===== config.mk =====
export PLATFORM = sky130hd
export DESIGN_NAME = mux_round_robin_arbiter
export DESIGN_NICKNAME = d
export VERILOG_FILES = /design/src/rtl/mux_round_robin_arbiter.sv
export SDC_FILE = /design/constraint.sdc
export NUM_CORES = 1
export LEC_CHECK = 0
export BUFFER_PORTS_ARGS = -buffer_cell sky130_fd_sc_hd__buf_2
export CAP_MARGIN = 20
export CELL_PAD_IN_SITES_DETAIL_PLACEMENT = 0
export CELL_PAD_IN_SITES_GLOBAL_PLACEMENT = 1
export CORE_MARGIN = 2
export CORE_UTILIZATION = 42
export DETAILED_ROUTE_END_ITERATION = 8
export PLACE_DENSITY_LB_ADDON = 0.1
export SYNTH_ARGS = -nofsm -noshare
export SYNTH_HDL_FRONTEND = slang
export SYNTH_SLANG_ARGS = --single-unit

===== constraint.sdc =====
create_clock -name clk -period 3.2 [get_ports clk]
set_clock_uncertainty 0.2 [all_clocks]
set_input_delay 0.64 -clock clk [delete_from_list [all_inputs] [get_ports clk]]
set_output_delay 0.64 -clock clk [all_outputs]
set_load 0.005 [all_outputs]

===== src/rtl/mux_round_robin_arbiter.sv =====
// Round-robin arbiter that owns the select lines of a 4:1 mux shared by four requesters.
// Grants are held across multi-cycle transfers and revoked after MAX_HOLD cycles.
module mux_round_robin_arbiter #(
    parameter int MAX_HOLD = 8,
    parameter int CNT_W    = 4
) (
    input  logic       clk,
    input  logic       reset_n,
    input  logic [3:0] req,
    input  logic [3:0] done,
    output logic [3:0] grant,
    output logic       address0,
    output logic       address1,
    output logic       busy,
    output logic       timeout
);

    localparam logic [0:0] ST_IDLE  = 1'b0;
    localparam logic [0:0] ST_GRANT = 1'b1;

    localparam logic [CNT_W-1:0] HOLD_LIMIT = CNT_W'(MAX_HOLD);
    localparam logic [CNT_W-1:0] CNT_ONE    = CNT_W'(1);

    logic [0:0]       state_q, state_d;
    logic [3:0]       grant_d;
    logic [1:0]       addr_q, addr_d;
    logic [1:0]       last_q, last_d;
    logic [CNT_W-1:0] cnt_q, cnt_d;
    logic             timeout_d;

    logic [3:0] owner_bit;
    logic       owner_done;
    logic       owner_req;
    logic       expired;
    logic       release_now;
    logic [3:0] eligible;
    logic [3:0] candidates;
    logic [1:0] winner;

    // First set bit of r, scanning circularly upward from start.
    function automatic logic [1:0] rr_pick(input logic [3:0] r, input logic [1:0] start);
        logic [1:0] idx;
        logic       found;
        rr_pick = start;
        found   = 1'b0;
        for (int i = 0; i < 4; i++) begin
            idx = start + 2'(i);
            if (!found && r[idx]) begin
                rr_pick = idx;
                found   = 1'b1;
            end
        end
    endfunction

    // In GRANT the owner is always last_q, so it doubles as the owner index.
    assign owner_bit   = 4'b0001 << last_q;
    assign owner_done  = done[last_q];
    assign owner_req   = req[last_q];
    assign expired     = (cnt_q == HOLD_LIMIT);
    assign release_now = owner_done | ~owner_req | expired;

    // A finished or expired owner may not win its own hand-over.
    assign eligible   = (owner_done | expired) ? (req & ~owner_bit) : req;
    assign candidates = (state_q == ST_IDLE) ? req : eligible;
    assign winner     = rr_pick(candidates, last_q + 2'd1);

    // NOTE: every output of this block gets a default first so no path leaves it unassigned (no latch).
    always_comb begin
        state_d   = state_q;
        grant_d   = grant;
        addr_d    = addr_q;
        last_d    = last_q;
        cnt_d     = cnt_q;
        timeout_d = 1'b0;

        case (state_q)
            ST_IDLE: begin
                if (|req) begin
                    state_d = ST_GRANT;
                    grant_d = 4'b0001 << winner;
                    addr_d  = winner;
                    last_d  = winner;
                    cnt_d   = CNT_ONE;
                end
            end
            default: begin
                if (!release_now) begin
                    if (cnt_q != HOLD_LIMIT) begin
                        cnt_d = cnt_q + CNT_ONE;
                    end
                end else begin
                    timeout_d = expired & ~owner_done & owner_req;
                    if (|eligible) begin
                        grant_d = 4'b0001 << winner;
                        addr_d  = winner;
                        last_d  = winner;
                        cnt_d   = CNT_ONE;
                    end else begin
                        // Address keeps the old owner so the mux output stays stable while idle.
                        state_d = ST_IDLE;
                        grant_d = 4'b0000;
                    end
                end
            end
        endcase
    end

    // NOTE: registered state uses non-blocking assignments so every flop samples pre-edge values.
    always_ff @(posedge clk or negedge reset_n) begin
        if (!reset_n) begin
            state_q <= ST_IDLE;
            grant   <= 4'b0000;
            addr_q  <= 2'b00;
            last_q  <= 2'd3;
            cnt_q   <= '0;
            timeout <= 1'b0;
        end else begin
            state_q <= state_d;
            grant   <= grant_d;
            addr_q  <= addr_d;
            last_q  <= last_d;
            cnt_q   <= cnt_d;
            timeout <= timeout_d;
        end
    end

    assign address0 = addr_q[0];
    assign address1 = addr_q[1];
    assign busy     = |grant;

endmodule


Yosys cells after proc, flatten, opt, wreduce, memory -nomap -nowiden. Index checks and enable logic that the tools add are counted.

Input bits: 10. Output and inout bits: 8. Flip-flop bits (word level): 14. Logic and storage cells: 85.

Eq/ne operators: 6. Shifts and indexed selects: 2. Reduce and logical (&&, ||, !) cells: 13. Bitwise gates (word level): 9. Mux-type cells: 39. Order comparisons: 5. Add/sub/neg operators: 5.

Operators by type and width (number): 4-bit 2-to-1 mux (11); 2-bit by 3-bit < comparator with 1-bit output (second input constant) (5); 1-bit 2-to-1 mux (15); 2-bit 2-to-1 mux (7); 1-bit binary-select mux with 2-bit select (6); 4-bit OR reduction (3); 1-bit by 2-bit left shift with 4-bit output (first input constant) (2); 3-bit AND reduction (2); 2-bit by 1-bit adder with 2-bit output (second input constant) (2); 2-bit adder (second input constant) (2); 4-bit by 1-bit adder with 4-bit output (second input constant) (1); 4-bit AND (1); 4-bit equality test (second input constant) (1); 2-bit by 1-bit != test with 1-bit output (second input constant) (2); 4-bit != test (second input constant) (1); 4-bit NOT (1); 1-bit logical AND (3); 1-bit zero test (3); 3-bit by 1-bit != test with 1-bit output (second input constant) (1); 3-bit by 2-bit != test with 1-bit output (second input constant) (1); 1-bit bitwise OR (3); 1-bit AND (2); 1-bit NOT (2); 2-bit AND reduction (1); 2-bit nonzero test (1).

Logic depth before layout (Yosys ltp). Gate-level depths: netlist (run 1).

Word-level depth: 21. Mapped depth: 10. Gate-level depth less buffers: 8.

Worst setup path after synthesis (run 1). OpenSTA, ideal clock, no wires.

Path kind: input -> register. From: input port req[3]. To: register addr_q[0]. Arrival time: 2240 ps. Stages: 6. Setup time: 125 ps. Required time: 2875 ps. Slack: 635 ps. Cell sequence: mux4_2 and4bb_1 or2_1 buf_2 a21oi_4 mux2_2.

Longest elaborated chain between the ends: 18. Elaborated cells between the ends (all ways): 38.

Ends and longest elaborated chain: from (decl) (RTL line 9) `input logic [3:0] req,`; 4-bit AND (RTL line 63) `assign eligible = (owner_done | expired) ? (req & ~owner_bit) : req;`; 4-bit 2-to-1 mux (RTL line 63); 4-bit 2-to-1 mux (RTL line 64) `assign candidates = (state_q == ST_IDLE) ? req : eligible;`; 1-bit binary-select mux with 2-bit select (RTL line 48) `if (!found && r[idx]) begin`; 1-bit 2-to-1 mux (not written as such) (RTL line 48); 1-bit 2-to-1 mux (RTL line 48); 1-bit zero test (RTL line 48); 1-bit logical AND (RTL line 48); [... 2 more ...]; 1-bit logical AND (RTL line 48); 1-bit 2-to-1 mux (RTL line 48); 1-bit zero test (RTL line 48); 1-bit logical AND (RTL line 48); 2-bit 2-to-1 mux (RTL line 48); 2-bit 2-to-1 mux (RTL line 93) `if (|eligible) begin`; 2-bit 2-to-1 mux (RTL line 87) `if (!release_now) begin`; 2-bit 2-to-1 mux (RTL line 76) `case (state_q)`; to (signal assigned) (RTL line 120) `addr_q <= addr_d;`; to (decl) (RTL line 26) `logic [1:0] addr_q, addr_d;`.

Parallel ways exist; a longest one is shown, timed or not. The select of a mux whose other input is x is not followed. A chain may end at the register's enable or synchronous reset.

Worst setup path in the final report (run 1).
From: register last_q[0]. To: register addr_q[0].

Longest elaborated chain between the ends: 20. Elaborated cells between the ends (all ways): 45.

Ends and longest elaborated chain: from (decl) (RTL line 27) `logic [1:0] last_q, last_d;`; from (signal assigned) (RTL line 121) `last_q <= last_d;`; 1-bit binary-select mux with 2-bit select or 1-bit by 2-bit left shift with 4-bit output (tied branches) (RTL line 57, 56); 1-bit 2-to-1 mux (not written as such) or 4-bit NOT (tied branches) (RTL line 57, 63); 1-bit bitwise OR or 4-bit AND (tied branches) (RTL line 63); 4-bit 2-to-1 mux (RTL line 63); 4-bit 2-to-1 mux (RTL line 64); 1-bit binary-select mux with 2-bit select (RTL line 48); 1-bit 2-to-1 mux (not written as such) (RTL line 48); 1-bit 2-to-1 mux (RTL line 48); [... 4 more ...]; 1-bit logical AND (RTL line 48); 1-bit 2-to-1 mux (RTL line 48); 1-bit zero test (RTL line 48); 1-bit logical AND (RTL line 48); 2-bit 2-to-1 mux (RTL line 48); 2-bit 2-to-1 mux (RTL line 93); 2-bit 2-to-1 mux (RTL line 87); 2-bit 2-to-1 mux (RTL line 76).

Parallel ways exist; a longest one is shown, timed or not. The select of a mux whose other input is x is not followed.

==> results of run 1 <==
## Yosys cell counts (all sizes together)
master | instances | area share [%]
ha | 6 | 7.4
mux2 | 4 | 5.2
nand2b | 3 | 1.8
a221oi | 1 | 1.5
a32o | 2 | 2.0
or3 | 2 | 1.2
nor4 | 1 | 0.62
a21oi | 7 | 4.9
a21o | 3 | 2.2
a31oi | 1 | 0.62
a21boi | 1 | 0.74
mux4 | 2 | 4.4
nor2 | 1 | 0.62
dfstp | 2 | 5.2
nand3 | 3 | 1.5
or4 | 1 | 0.74
mux2i | 2 | 2.0
dfrtp | 12 | 30
inv | 10 | 3.7
buf | 2 | 1.6
a21bo | 2 | 2.0
o311ai | 1 | 2.6
o211ai | 1 | 0.74
and4bb | 1 | 1.2
nand2 | 7 | 2.6
and3b | 1 | 0.86
nand3b | 1 | 0.74
o21ai | 7 | 3.4
o31a | 2 | 1.7
clkbuf | 2 | 0.74
o2bb2ai | 2 | 2.3
or2 | 2 | 1.2
o31ai | 2 | 1.5
and4b | 1 | 0.98
## worst max-delay path, cell delays in order (launching register included)
cell,delay (ns)
dfstp_2,0.66
mux4_2,0.65
o311ai_4,0.41
a21oi_1,0.12
a31oi_1,0.20
a21oi_1,0.11
mux2_2,0.28
## kinds of logic after synthesis
logic type      count (synthesis)
mux                             8
flops                          14
compound gates                 32
buf+inv                        14
simple gates                   24
fa+ha+maj                       6
## metal layers
| metal | vias to the layer above | track usage [%] | part of all wire (%) |
|---|---|---|---|
| li1 | 400 | - | - |
| met1 | 388 | 22.9 | 50 |
| met3 | 2 | 5.37 | 3.3 |
| met5 | - | 0 | 0 |
| met2 | 13 | 29.4 | 46 |
| met4 | 0 | 3.85 | 0.56 |
## registers in the layout, summed over array words and instances, names as in the netlist
signal   count
state_q      1
timeout      1
grant        4
cnt_q        4
last_q       2
addr_q       2
## how the worst min path moves through the flow
| stage | startpoint | to | slack, ns | cells past startpoint |
|---|---|---|---|---|
| global route | reset_n | timeout | 0.05 | 1 |
| finish | reset_n | timeout | 0.04 | 1 |
| floorplan | reset_n | addr_q[0] | 0.14 | 0 |
| detailed placement | addr_q[0] | addr_q[0] | 0.29 | 1 |
| CTS | reset_n | timeout | 0.04 | 1 |
| global placement | addr_q[0] | addr_q[0] | 0.29 | 1 |
## per-stage QoR
step	hold slack, ns	total power, mW
detailed placement	0.290	1.01
finish	0.0407	1.13
CTS	0.0427	1.15
global route	0.0513	1.23
floorplan	0.144	0.865
global placement	0.293	1.00
## cell type report
| class | instances | share of cell area (%) |
|---|---|---|
| inverters | 10 | 3.26 |
| repair buffers | 17 | 7.40 |
| multi-input cells | 70 | 52.4 |
| clock buffers | 4 | 3.16 |
| flip-flops and latches | 14 | 30.7 |
| well taps | 28 | 3.05 |
## layout by cell type (no fill, tap or decap), drive strengths merged
cell type / count
o311ai: 1
nand3b: 1
mux4: 2
nor4: 1
and4b: 1
o2bb2ai: 2
a21boi: 1
or4: 1
or2: 2
o31ai: 2
o31a: 2
a32o: 2
a221oi: 1
nand2: 7
inv: 10
nand2b: 3
dfrtp: 12
mux2: 4
clkbuf: 4
nand3: 3
or3: 2
a21bo: 2
buf: 17
and3b: 1
ha: 6
o211ai: 1
nor2: 1
a21o: 3
mux2i: 2
o21ai: 7
and4bb: 1
dfstp: 2
a21oi: 7
a31oi: 1
## power by group through the flow
| stage | combinational [mW] | sequential, mW | clock [mW] |
|---|---|---|---|
| after floorplan | 0.561 | 0.304 | 0 |
| after global placement | 0.670 | 0.335 | 0 |
| after detailed placement | 0.677 | 0.335 | 0 |
| after CTS | 0.682 | 0.331 | 0.133 |
| after global routing | 0.752 | 0.343 | 0.138 |
| final | 0.674 | 0.330 | 0.128 |
==> results by group, run 1 <==
Critical path
  – FF-to-FF path depth: 6
  – R2R Setup Slk: between 0.4 and 0.5 ns
  – Critical Path Start: last_q[0]
  – CP Launch Type: flip-flop
  – Crit-path max FO: 9
  – CP Class: reg2reg
  – CP endpoint: addr_q[0]
  – Critical path required time: approximately 3.2 ns
  – Crit. End Element: flip-flop
  – Worst R2R End: addr_q[0]
  – Data arrival time of the worst path: ~2.7 ns
  – Reg2reg start: last_q[0]

CTS
  – Cts hold-fix bufs: 0
  – CTS-repair resized insts: 0
  – Clock transition at path regs: 0.09 ns
  – H-tree depth: 1
  – Worst skew pair latency: between 0.2 and 0.3 ns
  – CTS tree: yes
  – CTS max path bufs: 2
  – CTS buffer count: 3
  – CTS Sinks: 14
  – Setup bufs post-CTS: 0
  – Root Buffer Master: clkbuf_4

Die
  – Die width: between 50 and 60 µm
  – I/O pins: 18
  – Die area: between 0.002 and 0.003 mm²
  – Placeable core area: 0.00225 mm²
  – Starting Density: between 40 and 50%
  – Die Y: 53.2 µm
  – Rows: 17

Place
  – Setup Slack @ Placement: 0.384 ns
  – Cell Area, Placed: approximately 0.0011 mm²
  – Port-buffer cells: 17
  – Estimated wirelength of the detail-placed design: ~1.6 mm
  – Routability cong.: 0.812
  – Dpl cells: roughly 140

Yosys
  – Post-Synth Simple-Gate Area: 14.1%
  – Post-Syn Nets: 114
  – Netlist cell types: 42
  – Post-synthesis mux area share: between 10 and 15%
  – Seq cells post-synth: 14
  – Mean Syn Cell Area: about 10 µm²
  – Adder-cell share of the synthesized area: under 10%
  – Main combinational cell family by area after synthesis: compound AO/OA/AOI/OAI gates
  – Post-synthesis xor/xnor area fraction: 0%
  – Yosys warning count: 0
  – Mapped cell area: about 0.0010 mm²
  – Register area share after synthesis: about a third
  – Compound-Gate Fraction of Synth Area: 26.2%
  – Cells after synthesis: 98

Global routing
  – First-pass GRT wire length: around 3.6 mm
  – Antenna violations before repair: 0
  – Remaining Overflow, GRT: 0
  – Largest net degree at the start of global routing: 15
  – Vias in the first global route: ~800
  – GRT Overall Usage: between 10% and 20%

Status
  – Status: complete, no violations

Cells and area
  – NumNets Final: 132
  – Fill count: 231
  – Design area: approximately 0.0011 mm²
  – Storage element area: around 350 µm²
  – Final Core Density: around 50%
  – Ant diodes: 0
  – Multi-input gate area: approximately 600 µm²
  – P&R area growth vs syn: 13.0%
  – Share of post-route cells with drive strength above 1: roughly 34%
  – Finished Layout Cells: ~140

Pwr
  – Lkg Pwr: roughly 0.55 nW
  – Power per cell area: 984 mW/mm²
  – Logic pwr share: between 50% and 60%
  – VDD IR-drop max: 493 µV
  – Clock Power Share: between 10% and 20%
  – Sw frac: a little over two fifths
  – Sw power: a little under 0.5 mW
  – Register share of total power: 29.2%
  – Int Pwr: about 0.65 mW

Routing
  – Vias: 803
  – Vias per cell: ~5.6
  – WL per Instance: 15.0 µm
  – Drt first pass iters: 4
  – Starting DRT DRC Count: 10
  – DRT antenna net count: 0
  – DRT Wirelength: 2.15 mm
  – DRC: 0

Timing
  – Final Hold Viols: 0
  – Setup TNS: 0 ns
  – Final setup vio count: 0
  – RSZ-0062 raised after global routing: no
  – Slew HR: around 74%
  – FMAX: about 0.37 GHz
  – Measured slew at the worst slew-check pin: about 0.38 ns
  – Setup ws final: 0.462 ns
  – Slew Viols, Final: 0
  – Final Cycle Share: a little under nine tenths
  – Min cycle time layout: 2.74 ns

Hold path
  – Worst min path class: in2async

Job
  – Max_cap viols: 0
Note: power is estimated with default switching activity, not from simulation.
==> run 2: changes to the inputs <==
--- a/config.mk
+++ b/config.mk
@@ -12,6 +12,7 @@
 export CORE_MARGIN = 2
 export CORE_UTILIZATION = 42
 export DETAILED_ROUTE_END_ITERATION = 8
+export HOLD_SLACK_MARGIN = 0.15
 export PLACE_DENSITY_LB_ADDON = 0.1
 export SYNTH_ARGS = -nofsm -noshare
 export SYNTH_HDL_FRONTEND = slang
==> run 2 against run 1 <==
Clock-buffer cell count did not move. Register-to-register slack about the same. Hold slack better by 0.27 ns. Utilization grew 0.44 points. Combinational power barely moved. Via count down 0.25%. Power about the same. Sequential power about the same. Critical path type unchanged. Largest cell class unchanged. Highest routed layer unchanged.
==> results by group, run 2 (same netlist as run 1, synthesis figures left out) <==
Critical path
  – Critical Path Start: last_q[0] (unchanged)
  – Reg2reg start: last_q[0] (unchanged)
  – Data arrival time of the worst path: 2.70 ns (about the same)
  – Worst Path Buf+Inv: 0 (unchanged)
  – CP Launch Type: flip-flop (unchanged)
  – CP most frequent cell: a21oi_1 (unchanged)
  – Crit-path max FO: 9 (unchanged)
  – CP delay by family, top: multiplexers (unchanged)
  – CP Cell Sequence: mux4_2 -> o311ai_4 -> a21oi_1 -> a31oi_1 -> a21oi_1 -> mux2_2 (unchanged)
  – Crit. End Element: flip-flop (unchanged)
  – Critical path required time: 3.17 ns (about the same)
  – CP Class: reg2reg (unchanged)
  – Cell type of the slowest stage on the worst timing path: dfstp_2 (unchanged)
  – Crit-path max cell delay: 0.66 ns (about the same)

Cells and area
  – Share of post-route cells with drive strength above 1: 33.6% (was 33.9%)
  – NumNets Final: 133 (was 132)
  – Final Core Density: 51.4% (was 51.0%)
  – Most common cell after layout, fill and taps aside: buf_2 (unchanged)
  – P&R area growth vs syn: 14.0% (was 13.0%)
  – Ant diodes: 0 (unchanged)
  – Most frequent cells in the layout: 17 x buf_2, 12 x dfrtp_1, 9 x inv_1 (unchanged)
  – Largest regs: cnt_q x4, grant x4 (unchanged)

Timing
  – Slew HR: 74.8% (was 74.5%)
  – Slew Viols, Final: 0 (unchanged)
  – RSZ-0062 raised after global routing: no (unchanged)
  – FMAX: 0.366 GHz (was 0.365 GHz)
  – Final Cycle Share: 85.4% (was 85.6%)
  – Final setup vio count: 0 (unchanged)
  – Setup TNS: 0 ns (unchanged)
  – WHS: 0.308 ns (was 0.0407 ns)
  – Measured slew at the worst slew-check pin: 0.375 ns (was 0.379 ns)
  – Min cycle time layout: 2.73 ns (was 2.74 ns)
  – Final Hold Viols: 0 (unchanged)

CTS
  – CTS Sinks: 14 (unchanged)
  – CTS max path bufs: 2 (unchanged)
  – CTS tree: yes (unchanged)
  – Root Buffer Master: clkbuf_4 (unchanged)
  – H-tree depth: 1 (unchanged)
  – CTS buffer count: 3 (unchanged)
  – Clock transition at path regs: 0.08 ns (was 0.09 ns)
  – Worst skew pair latency: 0.28 ns (about the same)

Pwr
  – Power per cell area: 976 mW/mm² (was 984 mW/mm²)
  – Lkg Pwr: 0.550 nW (was 0.546 nW)
  – VDD IR-drop max: 495 µV (was 493 µV)

Hold path
  – Worst min path class: reg2reg (was in2async)
  – Min-delay src: addr_q[0]

Place
  – Routability cong.: 0.812 (unchanged)
  – Estimated wirelength of the detail-placed design: 1.63 mm (unchanged)
  – Port-buffer cells: 17 (unchanged)

Routing
  – DRT antenna net count: 0 (unchanged)
  – DRT Wirelength: 2.13 mm (was 2.15 mm)
  – DRC: 0 (unchanged)
  – Vias: 801 (was 803)
  – Drt first pass iters: 4 (unchanged)
  – WL per Instance: 14.8 µm (was 15.0 µm)
  – Vias per cell: 5.56 (was 5.62)
  – Starting DRT DRC Count: 14 (was 10)

Global routing
  – First-pass GRT wire length: 3.61 mm (was 3.58 mm)
  – Antenna violations before repair: 0 (unchanged)
  – Remaining Overflow, GRT: 0 (unchanged)
  – Largest net degree at the start of global routing: 15 (unchanged)
  – Vias in the first global route: 786 (was 777)
  – GRT Overall Usage: 18.0% (was 17.9%)

Die
  – Die Y: 53.2 µm (unchanged)
  – Rows: 17 (unchanged)
  – Starting Density: 45.1% (unchanged)
  – I/O pins: 18 (unchanged)
  – Die area: 0.00283 mm² (unchanged)
  – Die width: 53.2 µm (unchanged)
  – Placeable core area: 0.00225 mm² (unchanged)

Job
  – Max_cap viols: 0 (unchanged)

Status
  – Status: complete, no violations (unchanged)
## run 2: cell types whose count changed in the layout (fill, tap and decap cells not counted), sizes merged
cell,delta
dlygate4sd3,+1
## run 2: per-stage QoR
step           std cells  area [µm²]  setup slack (ns)  total power [mW]
2_1_floorplan         98        1020             0.635             0.865
3_3_place_gp         139        1110             0.436              1.00
3_5_place_dp         139        1110             0.384              1.01
4_1_cts              144        1160             0.442              1.15
5_1_grt              144        1160             0.318              1.23
6_report             144        1160             0.466              1.13
## run 2: final timing paths
kind | slack, ns | endpoint | cells past startpoint
setup / recovery | 0.47 | addr_q[0] | 6
hold / removal | 0.31 | addr_q[0] | 1
setup reg to reg | 0.47 | addr_q[0] | 6
hold reg to reg | 0.31 | addr_q[0] | 1
max in group asynchronous | 1.93 | last_q[0] | 2
min in group asynchronous | 0.58 | timeout | 2
## run 2: power breakdown
part | switching (mW) | internal, mW
Combinational | 0.347 | 0.327
Clock | 0.0584 | 0.0692
Sequential | 0.0744 | 0.256
## run 2: layout make-up
cell class,instances,area (µm²)
Clock buffer,4,36.3
Fill cell,230,1090
Inverter,10,37.5
Multi-Input combinational cell,70,603
Sequential cell,14,353
Tap cell,28,35.0
Timing Repair Buffer,18,95.1
## run 2: per-layer routing
| metal | wire length [µm] | GRT usage [%] | share of wire (%) |
|---|---|---|---|
| met5 | 0 | 0 | 0 |
| met4 | 12 | 3.85 | 0.56 |
| met3 | 67 | 5.37 | 3.1 |
| met2 | 988 | 29.8 | 46 |
| met1 | 1060 | 22.9 | 50 |
## run 2: what timing repair did
item,4_1_cts,5_1_grt
endpoints found under the hold margin,12,0
hold buffers,1,0
gates resized for setup,0,0
buffers inserted,0,0
==> run 3: changes to the inputs <==
==> constraint.sdc (replaced) <==
create_clock -name clk -period 3.2 [get_ports clk]
set_clock_uncertainty 0.2 [all_clocks]
set_input_delay 0.32 -clock clk [delete_from_list [all_inputs] [get_ports clk]]
set_output_delay 0.32 -clock clk [all_outputs]
set_load 0.005 [all_outputs]
==> run 3 against run 2 <==
Sequential cell count stayed put. First-iteration DRC count is 86% higher. Cell count unchanged. Die area is the same. Clock power about the same. Register-to-register slack is essentially flat. Wire length increased by 1.3%. Combinational power about the same. Global-route usage is 0.21 points higher. Fmax up 0.29%. Hold slack worse by 0.056 ns. Critical endpoint unchanged. Largest cell class unchanged. Largest power group unchanged.
==> results by group, run 3 (same netlist as run 1, synthesis figures left out) <==
CTS
  – Cts hold-fix bufs: 1 (unchanged)
  – Worst skew pair latency: 0.28 ns (about the same)
  – Root Buffer Master: clkbuf_4 (unchanged)
  – CTS buffer count: 3 (unchanged)
  – CTS-repair resized insts: 0 (unchanged)
  – CTS Sinks: 14 (unchanged)
  – Setup bufs post-CTS: 0 (unchanged)
  – CTS max path bufs: 2 (unchanged)
  – CTS tree: yes (unchanged)
  – H-tree depth: 1 (unchanged)
  – Clock transition at path regs: 0.09 ns (was 0.08 ns)

Routing
  – DRT Wirelength: 2.16 mm (was 2.13 mm)
  – Vias per cell: 5.72 (was 5.56)
  – Vias: 823 (was 801)
  – Starting DRT DRC Count: 26 (was 14)
  – DRC: 0 (unchanged)
  – Drt first pass iters: 4 (unchanged)
  – DRT antenna net count: 0 (unchanged)
  – WL per Instance: 15.0 µm (was 14.8 µm)

Place
  – Estimated wirelength of the detail-placed design: 1.67 mm (was 1.63 mm)
  – Port-buffer cells: 17 (unchanged)
  – Cell Area, Placed: 0.00111 mm² (unchanged)
  – Routability cong.: 0.899 (was 0.812)

Cells and area
  – Most frequent cells in the layout: 17 x buf_2, 12 x dfrtp_1, 9 x inv_1 (unchanged)
  – Design area: 0.00116 mm² (unchanged)
  – Share of post-route cells with drive strength above 1: 33.6% (unchanged)
  – P&R area growth vs syn: 14.0% (unchanged)
  – Largest regs: cnt_q x4, grant x4 (unchanged)
  – Most common cell after layout, fill and taps aside: buf_2 (unchanged)
  – NumNets Final: 133 (unchanged)
  – Ant diodes: 0 (unchanged)
  – Fill count: 223 (was 230)
  – Final Core Density: 51.4% (unchanged)

Pwr
  – Lkg Pwr: 0.550 nW (unchanged)
  – Clock Power Share: 11.4% (was 11.3%)
  – VDD IR-drop max: 575 µV (was 495 µV)
  – Sw power: 0.476 mW (was 0.480 mW)
  – Sw frac: 42.2% (was 42.4%)
  – Int Pwr: 0.653 mW (was 0.652 mW)
  – Power per cell area: 974 mW/mm² (was 976 mW/mm²)
  – Register share of total power: 29.1% (was 29.2%)
  – Logic pwr share: 59.4% (was 59.6%)

Die
  – Starting Density: 45.1% (unchanged)
  – Die Y: 53.2 µm (unchanged)
  – I/O pins: 18 (unchanged)
  – Placeable core area: 0.00225 mm² (unchanged)
  – Die width: 53.2 µm (unchanged)
  – Die area: 0.00283 mm² (unchanged)
  – Rows: 17 (unchanged)

Critical path
  – Crit. End Element: flip-flop (unchanged)
  – Data arrival time of the worst path: 2.70 ns (about the same)
  – Crit-path max FO: 9 (unchanged)
  – Worst Path Buf+Inv: 0 (unchanged)
  – CP Launch Type: flip-flop (unchanged)
  – CP delay by family, top: multiplexers (unchanged)
  – Crit-path max cell delay: 0.64 ns (was 0.66 ns)
  – CP Class: reg2reg (unchanged)
  – Critical path required time: 3.17 ns (about the same)
  – CP Cell Sequence: mux4_2 -> and4bb_1 -> or2_1 -> a21oi_4 -> mux2_2 (was mux4_2 -> o311ai_4 -> a21oi_1 -> a31oi_1 -> a21oi_1 -> mux2_2)
  – Cell type of the slowest stage on the worst timing path: dfstp_2 (unchanged)

Global routing
  – Remaining Overflow, GRT: 0 (unchanged)
  – Antenna violations before repair: 0 (unchanged)
  – Vias in the first global route: 809 (was 786)
  – First-pass GRT wire length: 3.73 mm (was 3.61 mm)
  – GRT Overall Usage: 18.2% (was 18.0%)
  – Largest net degree at the start of global routing: 15 (unchanged)

Timing
  – FMAX: 0.367 GHz (was 0.366 GHz)
  – Final Hold Viols: 0 (unchanged)
  – Setup TNS: 0 ns (unchanged)
  – RSZ-0062 raised after global routing: no (unchanged)
  – Measured slew at the worst slew-check pin: 0.433 ns (was 0.375 ns)
  – Slew Viols, Final: 0 (unchanged)
  – Final setup vio count: 0 (unchanged)
  – Min cycle time layout: 2.73 ns (about the same)
  – Final Cycle Share: 85.2% (was 85.4%)
  – Slew HR: 70.9% (was 74.8%)

Status
  – Status: complete, no violations (unchanged)

Hold path
  – Worst min path class: in2async (was reg2reg)

Job
  – Max_cap viols: 0 (unchanged)
run 3: worst paths after layout:
check | from | to | slack, ns | depth (start not counted)
worst min register to register | addr_q[0] | addr_q[0] | 0.31 | 1
worst max-delay path | last_q[1] | addr_q[0] | 0.47 | 5
worst max register to register | last_q[1] | addr_q[0] | 0.47 | 5
min in group clk | addr_q[0] | addr_q[0] | 0.31 | 1
worst min-delay path | reset_n | state_q | 0.25 | 2
max in group asynchronous | reset_n | last_q[0] | 2.25 | 2
run 3: through the flow:
step | worst slack, ns | total power, mW | std cells | hold slack (ns)
6_report | 0.474 | 1.13 | 144 | 0.252
5_1_grt | 0.357 | 1.23 | 144 | 0.293
4_1_cts | 0.458 | 1.14 | 144 | 0.253
3_5_place_dp | 0.482 | 1.00 | 139 | 0.0353
3_3_place_gp | 0.496 | 1.00 | 139 | 0.0292
2_1_floorplan | 0.647 | 0.865 | 98 | -0.176
run 3: cell type report:
class                   count  area [µm²]  share of cell area, %
multi-input cells          70         603                   52.0
inverters                  10        37.5                   3.24
well taps                  28        35.0                   3.02
repair buffers             18        95.1                   8.20
flip-flops and latches     14         353                   30.4
clock buffers               4        36.3                   3.13
run 3: power by group through the flow:
stage	sequential [mW]	combinational, mW	clock (mW)
finish	0.329	0.671	0.129
global route	0.342	0.747	0.143
CTS	0.328	0.676	0.132
detailed placement	0.331	0.672	0
global placement	0.331	0.669	0
floorplan	0.304	0.561	0
run 3: worst reg2reg max path, cell delays in order, from the launching register on:
cell	delay (ns)
dfstp_2	0.64
mux4_2	0.53
and4bb_1	0.24
or2_1	0.30
a21oi_4	0.32
mux2_2	0.38
run 3: routing by layer:
metal	GRT usage, %	vias to the layer above	wire, µm	part of all wire, %
met1	24.8	396	1010	47
li1	-	395	-	-
met3	4.80	8	127	5.9
met2	27.0	24	968	45
met4	7.69	0	52	2.4
met5	0	-	0	0
